$ cat src/rtl/fetch_unit.sv
// Instruction-fetch stage: owns the PC, issues imem reads and feeds the IF/ID latch.
// A one-entry hold buffer absorbs a word that arrives while decode is stalled.
module fetch_unit #(
    parameter logic [31:0] PC_INIT = 32'h0000_0000,
    parameter logic [31:0] PC_INC  = 32'd4
) (
    input  logic        CLK,
    input  logic        nRST,
    input  logic        ihit,
    input  logic [31:0] iload,
    input  logic        stall,
    input  logic        redirect_en,
    input  logic [31:0] redirect_pc,
    input  logic        halt,
    output logic        imemREN,
    output logic [31:0] imemaddr,
    output logic [31:0] instruction,
    output logic [31:0] pc_out,
    output logic [31:0] npc,
    output logic        valid,
    output logic        halted
);

    typedef enum logic [1:0] {
        S_FETCH  = 2'd0,
        S_HOLD   = 2'd1,
        S_HALTED = 2'd2
    } state_t;

    state_t      state_q, state_d;
    logic [31:0] pc_q, pc_d;
    logic [31:0] instr_q, instr_d;
    logic [31:0] pc_out_q, pc_out_d;
    logic [31:0] npc_q, npc_d;
    logic        valid_q, valid_d;
    logic        halted_q, halted_d;
    logic [31:0] hold_instr_q, hold_instr_d;
    logic [31:0] hold_pc_q, hold_pc_d;

    always_comb begin
        state_d      = state_q;
        pc_d         = pc_q;
        instr_d      = instr_q;
        pc_out_d     = pc_out_q;
        npc_d        = npc_q;
        valid_d      = valid_q;
        halted_d     = halted_q;
        hold_instr_d = hold_instr_q;
        hold_pc_d    = hold_pc_q;

        // HALTED is sticky: only reset leaves it, so nothing is evaluated there.
        if (state_q != S_HALTED) begin
            if (redirect_en) begin
                pc_d         = {redirect_pc[31:2], 2'b00};
                valid_d      = 1'b0;
                hold_instr_d = '0;
                hold_pc_d    = '0;
                state_d      = S_FETCH;
            end else if (halt) begin
                state_d  = S_HALTED;
                valid_d  = 1'b0;
                halted_d = 1'b1;
            end else begin
                case (state_q)
                    S_FETCH: begin
                        if (ihit) begin
                            pc_d = pc_q + PC_INC;
                            if (stall) begin
                                hold_instr_d = iload;
                                hold_pc_d    = pc_q;
                                state_d      = S_HOLD;
                            end else begin
                                instr_d  = iload;
                                pc_out_d = pc_q;
                                npc_d    = pc_q + PC_INC;
                                valid_d  = 1'b1;
                            end
                        end else if (!stall) begin
                            valid_d = 1'b0;
                        end
                    end
                    S_HOLD: begin
                        if (!stall) begin
                            instr_d  = hold_instr_q;
                            pc_out_d = hold_pc_q;
                            npc_d    = hold_pc_q + PC_INC;
                            valid_d  = 1'b1;
                            state_d  = S_FETCH;
                        end
                    end
                    default: state_d = state_q;
                endcase
            end
        end
    end

    always_ff @(posedge CLK or negedge nRST) begin
        if (!nRST) begin
            state_q      <= S_FETCH;
            pc_q         <= PC_INIT;
            instr_q      <= '0;
            pc_out_q     <= '0;
            npc_q        <= '0;
            valid_q      <= 1'b0;
            halted_q     <= 1'b0;
            hold_instr_q <= '0;
            hold_pc_q    <= '0;
        end else begin
            state_q      <= state_d;
            pc_q         <= pc_d;
            instr_q      <= instr_d;
            pc_out_q     <= pc_out_d;
            npc_q        <= npc_d;
            valid_q      <= valid_d;
            halted_q     <= halted_d;
            hold_instr_q <= hold_instr_d;
            hold_pc_q    <= hold_pc_d;
        end
    end

    assign imemREN     = (state_q == S_FETCH);
    assign imemaddr    = pc_q;
    assign instruction = instr_q;
    assign pc_out      = pc_out_q;
    assign npc         = npc_q;
    assign valid       = valid_q;
    assign halted      = halted_q;

endmodule

$ cat config.mk
export PLATFORM = sky130hd
export DESIGN_NAME = fetch_unit
export DESIGN_NICKNAME = d
export VERILOG_FILES = /design/src/rtl/fetch_unit.sv
export SDC_FILE = /design/constraint.sdc
export NUM_CORES = 1
export LEC_CHECK = 0
export CAP_MARGIN = 20
export CORE_MARGIN = 2
export CORE_UTILIZATION = 52
export DETAILED_ROUTE_END_ITERATION = 12
export HOLD_SLACK_MARGIN = 0.06
export PLACE_DENSITY = 0.81
export SLEW_MARGIN = 20
export SYNTH_ARGS = -nofsm -noshare
export SYNTH_HDL_FRONTEND = slang
export SYNTH_SLANG_ARGS = --single-unit
$ cat constraint.sdc
create_clock -name CLK -period 2.25 [get_ports CLK]
set_input_delay 0.45 -clock CLK [delete_from_list [all_inputs] [get_ports CLK]]
set_output_delay 0.45 -clock CLK [all_outputs]
set_load 0.01 [all_outputs]
# [Word level (Yosys, flattened, before mapping)]
# Cells that the tools add are included.
[totals] register_bits=196 latch_bits=0 ram_bits=0 romBits=0 inputBits=70 word_cells=73 memories=0
[classes] add_sub_neg=2 multipliers=0 div=0 order_cmp=0 n_eq_ne=10 shifts=0 n_mux=38 bitwise=2 reduce_logical=12
[ops] cell="$mux 32" n=23
[ops] cell="$pmux 32 s2" n=3
[ops] cell="$add 32x3->32 const B" n=2
[ops] cell="$ne 4x4->1 const B" n=3
[ops] cell="$mux 2" n=5
[ops] cell="$ne 2x2->1 const B" n=5
[ops] cell="$reduce_and 5->1" n=2
[ops] cell="$reduce_bool 2->1" n=4
[ops] cell="$reduce_and 7->1" n=1
[ops] cell="$reduce_and 3->1" n=2
[ops] cell="$mux 1" n=5
[ops] cell="$ne 5x5->1 const B" n=1
[ops] cell="$pmux 2 s2" n=1
[ops] cell="$reduce_and 4->1" n=1
[ops] cell="$reduce_bool 4->1" n=1
[ops] cell="$eq 2x1->1 const B" n=1
[ops] cell="$logic_not 2->1" n=1
[ops] cell="$not 1->1" n=2
[ops] cell="$pmux 1 s2" n=1

# [Longest topological paths before layout]
[depth] word_depth=5 ltp_mapped=8 depth_no_buf=6

# [Worst setup path after synthesis]
# No wires, ideal clock.
[synth_timing] path_type="reg-to-reg" start="register pc_q[3], in the netlist imemaddr[3]" end="register pc_q[30], in the netlist imemaddr[30]" setup_ps=121 t_arrival_ps=2055 setup_slack_ps=74 path_stages_with_launch=7 n_path_buf=0 period_less_slack_ps=2176 cell_sequence="dfrtp_1 -> ha_1 -> nand3_1 -> nor4_1 -> and3_1 -> a31oi_1 -> o22a_1"
[synth_between] elab_chain_len=5
[synth_lines] element="start, declared" line_no="31" rtl="logic [31:0] pc_q, pc_d;"
[synth_lines] element="start signal, assigned" line_no="110" rtl="pc_q <= pc_d;"
[synth_lines] element="$add 32x3->32" line_no="67" rtl="pc_d = pc_q + PC_INC;"
[synth_lines] element="$mux 32" line_no="66" rtl="if (ihit) begin"
[synth_lines] element="$mux 32" line_no="64" rtl="case (state_q)"
[synth_lines] element="$mux 32" line_no="59" rtl="end else if (halt) begin"
[synth_lines] element="$mux 32" line_no="53" rtl="if (redirect_en) begin"
# Every way passes these cells. The select of a mux whose other input is x is not followed.
# A chain may end at the register's enable or synchronous reset.

# [Worst setup path in the final report]
[layout_timing] start="register hold_pc_q[10]" end="register npc_q[29], in the netlist npc[29]"
[layout_between] elab_chain_len=3
[layout_lines] element="start, declared" line_no="38" rtl="logic [31:0] hold_pc_q, hold_pc_d;"
[layout_lines] element="start signal, assigned" line_no="117" rtl="hold_pc_q <= hold_pc_d;"
[layout_lines] element="$add 32x3->32" line_no="86" rtl="npc_d = hold_pc_q + PC_INC;"
[layout_lines] element="$mux 32" line_no="83" rtl="if (!stall) begin"
[layout_lines] element="$pmux 32 s2" line_no="64"
[layout_lines] element="end signal, assigned" line_no="113" rtl="npc_q <= npc_d;"
[layout_lines] element="end, declared" line_no="34" rtl="logic [31:0] npc_q, npc_d;"
# Every way passes these cells. The select of a mux whose other input is x is not followed.

==> out/summary.txt <==
Avg WL per Cell: 18.1 um
Via count: 9,269
Final WL: 28,700 um
Initial antenna violation count: 0
# diodes: 0
CTS sink cnt: 190
Maxcap violations: 0
Synth Area in Compound Gates: 0.171
Final Setup Violations: 0
Flop and latch count out of synthesis: 190
Failing checks: design-rule violations
Xor and xnor area share after synthesis: 0.0382
Clk root buf: clkbuf_16
Share of cells above drive strength 1: 0.107
Sequence of cells on the critical path: and4_1, or3b_1, buf_12, or4_1, a21oi_1, a221o_1
Clk_lat worst skew: 440 ps
Die area: 19,600 sq um
Pleak: 0.00552 uW
Power Total: 11,500 uW
Vias in the first global route: 8,925
FFs w/ async S/R, synth: 1.00
Slew headroom: 0.621
Final nets: 1,417
Post-synthesis sequential area ratio: 0.493
Slew @ Worst Pin: 569 ps
Vias per cell: 5.84
Area Overhead vs Synth: 34.4%
Dpl cells: 1,554
Clock Skew: 14.4 ps
Synth cell types: 57
Syn Inst Count: 1,141
Number of synthesis warnings: 0
Starting Density: 0.533
Yosys top cell by area: dfrtp_1
DRC: 12
Port Buffers: 196
Commonest non-fill, non-tap cell in the layout: nand2_1
CTS Buf Count: 17
DIE HEIGHT: 140 um
Top cell type's share of synthesized area: 0.493
1st-pass router iterations: 12
Final Slew Violations: 0
Top FF cell, synth: dfrtp_1
First-pass GRT wire length: 46,500 um
WHS: 472 ps
Worst path bufs/invs: 1
Post-synth EDFFs: 0
Largest family of logic cells by synthesized area: simple AND/OR/NAND/NOR gates
Clock slew at reported path FFs: 70 ps
Synth Area in Adders: 0.00260
Peak supply drop: 0.000602 V
Maximum clock insertion buffer count: 2
Setup TNS: 0 ps
Critical-path top delay cell: or4_1
DR iter-0 viols: 811
Crit path max-delay family: simple AND/OR/NAND/NOR gates
Hpwl dp: 20,200 um
Final period util: 0.937
Worst hold path class: flop to flop
Crit path kind: flop to flop
Largest net degree at the start of global routing: 66
Max Freq: 0.474 GHz
DIE WIDTH: 140 um
TritonCTS clock tree: yes
Aggregate global routing overflow: 0
All-Layer GR Usage: 0.295
Dpl cell area: 12,400 sq um
Mean Syn Cell Area: 8.45 sq um
Cell Count, Final, Fillers Out: 1,587
Critical Path Sink Type: flop
P per Cell Area: 887 nW/um^2
Crit-path max cell delay: 490 ps
Status: complete, but fails checks
Worst EP arrival: 2480 ps
Final RePlAce weighted congestion: 0.894
Ranking of synthesized cells by area: dfrtp_1 49%, nand2_1 12%, o21ai_0 5.4%, a31oi_1 4.0%, nor2_1 3.9%
Final Cell Area: 13,000 sq um
Rows: 49
H-tree levels: 4
Total core area: 18,100 sq um
Synth Cell Area: 9640 sq um
Share of synthesized area spent on multiplexers: 0.0167
Crit start category: flop
Critical Path Fanout Max: 16
Top Ports: 201
Final antenna-violating net count: 0
Hold Vio Cnt, Final: 0
Commonest cells after routing, fill and taps aside: 303 x nand2_1, 194 x clkdlybuf4s50_1, 190 x dfrtp_1, 104 x o21ai_0, 100 x nor2_1
Critical Path RT: 2620 ps
Final min period: 2110 ps
Post-synthesis simple-gate area fraction: 0.228
registers in the layout, summed over array words and instances, names as in the netlist:
register / cells
instruction: 32
hold_pc_q: 31
pc_out: 31
state_q: 2
valid: 1
hold_instr_q: 32
halted: 1
imemaddr: 30
npc: 30
per-layer routing:
metal	wire, um	up-vias	GRT usage
met3	2030	74	0.0520
met2	13700	400	0.473
li1	-	4333	-
met5	0	-	0
met1	11900	4462	0.400
met4	1040	0	0.124
through the flow:
step                       util  setup WS, ps
after floorplan               -          74.1
after global placement    0.684           108
after detailed placement  0.684          94.2
after CTS                 0.716           123
after global routing      0.717         -1.11
final                     0.717           141
final cells by class:
type | count | area (sq um)
Sequential cell | 190 | 4750
Clock buffer | 18 | 439
Multi-Input combinational cell | 840 | 4450
Timing Repair Buffer | 288 | 2870
Inverter | 8 | 30.0
Tap cell | 229 | 287
Clock inverter | 14 | 136
Fill cell | 1334 | 5130
path summary, 6_finish.rpt:
path / start / end / slack [ps] / depth (start not counted)
max: hold_pc_q[10]$_DFFE_PN0P_ / npc[29]$_DFFE_PN0P_ / 140 / 6
min: halted$_DFFE_PN0P_ / halted$_DFFE_PN0P_ / 470 / 1
max reg2reg: hold_pc_q[10]$_DFFE_PN0P_ / npc[29]$_DFFE_PN0P_ / 140 / 6
min reg2reg: halted$_DFFE_PN0P_ / halted$_DFFE_PN0P_ / 470 / 1
max in group asynchronous: nRST / imemaddr[2]$_DFFE_PN0P_ / 920 / 3
min in group asynchronous: nRST / instruction[0]$_DFFE_PN0P_ / 550 / 2
synthesized netlist by cell type (2+ instances only):
master     number
a221o_1         8
buf_4           6
o22ai_1         8
nand3_1        25
ha_1            2
nor2b_1         2
xnor2_1        30
o221ai_1        7
nor3_2          3
and4_1          5
o31a_1          3
a32oi_1         3
inv_1           7
nor3b_1         2
a2bb2oi_1       2
buf_6           3
clkbuf_1       68
nand4_1        10
o211ai_1        3
o21a_1          3
a21oi_1        30
dfrtp_1       190
xor2_1         12
or4_1           8
o21ai_1         2
or3_1           4
mux2i_1        15
nor3_1         16
buf_1          14
nand2_1       304
buf_2          12
nor4_1         10
a22oi_1        12
nor2_1        100
o31ai_1        12
a31oi_1        61
and3_1          7
o2bb2ai_1       6
nor4_2          4
o21ai_0       104
and2_1          2
repair_timing:
action                     in CTS  in global routing
resized for setup               0                  1
hold endpoints to repair       61                  0
setup endpoints to repair       0                  4
setup buffers                   0                  0
hold buffers                    1                  0
logic make-up after synthesis:
kind of cell	count (synthesis)
simple gates	508
compound gates	270
flops	190
buf+inv	112
xor+xnor	42
mux	16
fa+ha+maj	2
other cells	1
where the power goes:
| group | internal (uW) | switching, uW | total (uW) |
|---|---|---|---|
| combinational | 1860 | 1800 | 3660 |
| clock | 1510 | 1490 | 3010 |
| sequential | 4200 | 631 | 4830 |
(Power assumes the default switching activity.)
==> variant: new RTL, config.mk and constraints unchanged <==
Take the reset off `instr_q`, `hold_instr_q` and `hold_pc_q` and load them in a clocked block of their own.
--- a/src/rtl/fetch_unit.sv
+++ b/src/rtl/fetch_unit.sv
@@ -100,3 +100,2 @@
             pc_q         <= PC_INIT;
-            instr_q      <= '0;
             pc_out_q     <= '0;
@@ -105,4 +104,2 @@
             halted_q     <= 1'b0;
-            hold_instr_q <= '0;
-            hold_pc_q    <= '0;
         end else begin
@@ -110,3 +107,2 @@
             pc_q         <= pc_d;
-            instr_q      <= instr_d;
             pc_out_q     <= pc_out_d;
@@ -115,5 +111,9 @@
             halted_q     <= halted_d;
-            hold_instr_q <= hold_instr_d;
-            hold_pc_q    <= hold_pc_d;
         end
+    end
+
+    always_ff @(posedge CLK) begin
+        instr_q      <= instr_d;
+        hold_instr_q <= hold_instr_d;
+        hold_pc_q    <= hold_pc_d;
     end
Function: not settled (the Yosys comparison gave no result); the edit may change what the design does.
==> variant against the original RTL <==
Final area fell by 2.7%. Fmax decreased by 2.4%. First-iteration DRC count down 8.4%. Sequential share of layout area is 4.4 points higher. Worst setup slack got worse by 0.052 ns. Clock power rose by 3%. Power fell by 12%. Clock skew down 0.0021 ns. Via count fell by 13%. Area after synthesis down 2.9%. Wire length down 7.3%. Sequential cell count down 2. Critical path type unchanged. Highest routed layer unchanged.
==> variant: results (changes against the original RTL) <==
| Metric | Value |
|---|---|
| Global Route met3 Usage | `5.611% (was 5.197%)` |
| Clock latency at the later pin of the worst-skew pair | `0.45 ns` |
| Layout cells sized above 1 | `11.33% (was 10.68%)` |
| Sequential-to-total area share from yosys stat | `55.29% (was 49.31%)` |
| End of the worst register-to-register path | `npc[27] (was npc[29])` |
| Filler cell count in the final layout | `1,319 (was 1,334)` |
| Maximum vdd drop | `0.7040 mV (was 0.6017 mV)` |
| First-pass DRT Iterations | `5 (was 12)` |
| Worst setup skew after layout | `0.01229 ns (was 0.01443 ns)` |
| Setup slack on the worst flop-to-flop path | `0.09 ns (was 0.14 ns)` |
| Commonest cells in the synthesized netlist | `nand2_1 (204), dfrtp_1 (94), edfxtp_1 (94) (was nand2_1 (304), dfrtp_1 (190), o21ai_0 (104))` |
| Number of cell instances on the worst register-to-register path | `5 (was 6)` |
| Placement Cell Area | `0.01196 mm^2 (was 0.01237 mm^2)` |
| Clock transition at path regs | `0.08 ns` |
| Sink of the worst hold path | `pc_out[27] (was halted)` |
| Net total in the final layout | `1,242 (was 1,417)` |
| Worst hold stages | `2 (was 1)` |
| Startpoint of the most critical hold path | `pc_out[27] (was halted)` |
| Wire length of the first global-routing pass | `41,750 um (was 46,490 um)` |
| Total Routing Usage GR | `27.60% (was 29.54%)` |
| Total vias in the final route | `8,056 (was 9,269)` |
| Via count of the first global-routing pass | `7,595 (was 8,925)` |
| RD Place Congestion | `0.9317 (was 0.8944)` |
| Actual slew at the worst max-slew pin | `0.7631 ns (was 0.5689 ns)` |
| Status | `complete, no violations (was finished, violations left)` |
| Count of unique library cells instantiated by Yosys | `61 (was 57)` |
| M1 GR Usage | `38.82% (was 39.98%)` |
| Highest fanout seen on the critical path | `8 (was 16)` |
| Mean instance size in the synthesized netlist | `9.822 um^2 (was 8.450 um^2)` |
| TritonCTS Buffers | `17 (unchanged)` |
| Pin count of the biggest net entering global routing | `74 (was 66)` |
| Count of flip-flops with a built-in enable after synthesis | `94 (was 0)` |
| Top cells by area, synth | `edfxtp_1 (30%), dfrtp_1 (25%), nand2_1 (8.2%), nor2b_1 (4.1%), o21ai_0 (2.8%) (was dfrtp_1 (49%), nand2_1 (12%), o21ai_0 (5.4%), a31oi_1 (4.0%), nor2_1 (3.9%))` |
| Drt total wl | `26,570 um (was 28,660 um)` |
| Buffers added on ports | `192 (was 196)` |
| H-tree Lvls | `4 (unchanged)` |
| Fraction of met2 tracks used by global routing | `42.47% (was 47.34%)` |
| Initial detailed-routing violation count | `743 (was 811)` |
| Async S/R FF share, synth | `50.00% (was 100.0%)` |
| Number of warnings printed during yosys synthesis | `0 (unchanged)` |
| Worst hold slack after final layout | `0.4838 ns (was 0.4716 ns)` |
| Critical Path Start | `imemaddr[5] (was hold_pc_q[10])` |
| Detail Placement HPWL | `19,150 um (was 20,180 um)` |
| Leak | `4.980 nW (was 5.521 nW)` |
| Clk Tree Root Cell | `clkbuf_16 (unchanged)` |
| Number of cells in the finished layout apart from fillers | `1,412 (was 1,587)` |
==> variant: power breakdown <==
| part | total, mW | internal (mW) | switching (mW) |
|---|---|---|---|
| sequential | 4.27 | 3.96 | 0.303 |
| combinational | 2.70 | 1.33 | 1.37 |
| clock | 3.11 | 1.62 | 1.49 |
| total | 10.1 | 6.91 | 3.17 |
==> variant: logic make-up after synthesis <==
family	synth area share, %
xor+xnor	4.304
mux	1.831
simple gates	23.14
compound gates	11.30
fa+ha+maj	0.2673
flops	55.29
buf+inv	3.836
other cells	0.04006
==> variant: metrics by stage <==
step / setup slack, ns / utilization [%] / power, mW / TNS (ns)
floorplan: -0.2070 / - / 5.445 / -12.84
CTS: 0.04562 / 70.54 / 10.06 / 0
detailed placement: -0.04490 / 67.05 / 6.955 / -0.04657
global route: 0.02283 / 70.66 / 10.46 / 0
finish: 0.08952 / 70.66 / 10.08 / 0
global placement: 0.02098 / 67.05 / 6.881 / 0
==> variant: area by class of cell <==
type                    instances  area, um^2  area share [%]
multi-input cells             684        3905           30.98
well taps                     229       286.5           2.273
clock buffers                  17       425.4           3.375
flip-flops and latches        188        5175           41.05
inverters                       6       22.52          0.1787
repair buffers                273        2603           20.65
clock inverters                15       188.9           1.499
==> variant: routing by layer <==
layer | vias to the layer above | share of wire (%)
met5 | - | 0
met4 | 0 | 3.2
met3 | 53 | 9.0
met2 | 410 | 46
met1 | 3803 | 42
li1 | 3790 | -
==> variant: critical path, cell delays in order, from the launching register on <==
cell and delay, ns:
dfrtp_1 0.37, nand3_2 0.17, or4_4 0.68, o41a_1 0.45, o21ai_1 0.23, o211ai_1 0.13
==> variant: what timing repair did <==
item                       in CTS  in global routing
setup endpoints to repair       0                  2
hold endpoints to repair       29                  0
resized for setup               0                  3
hold buffers                    1                  0
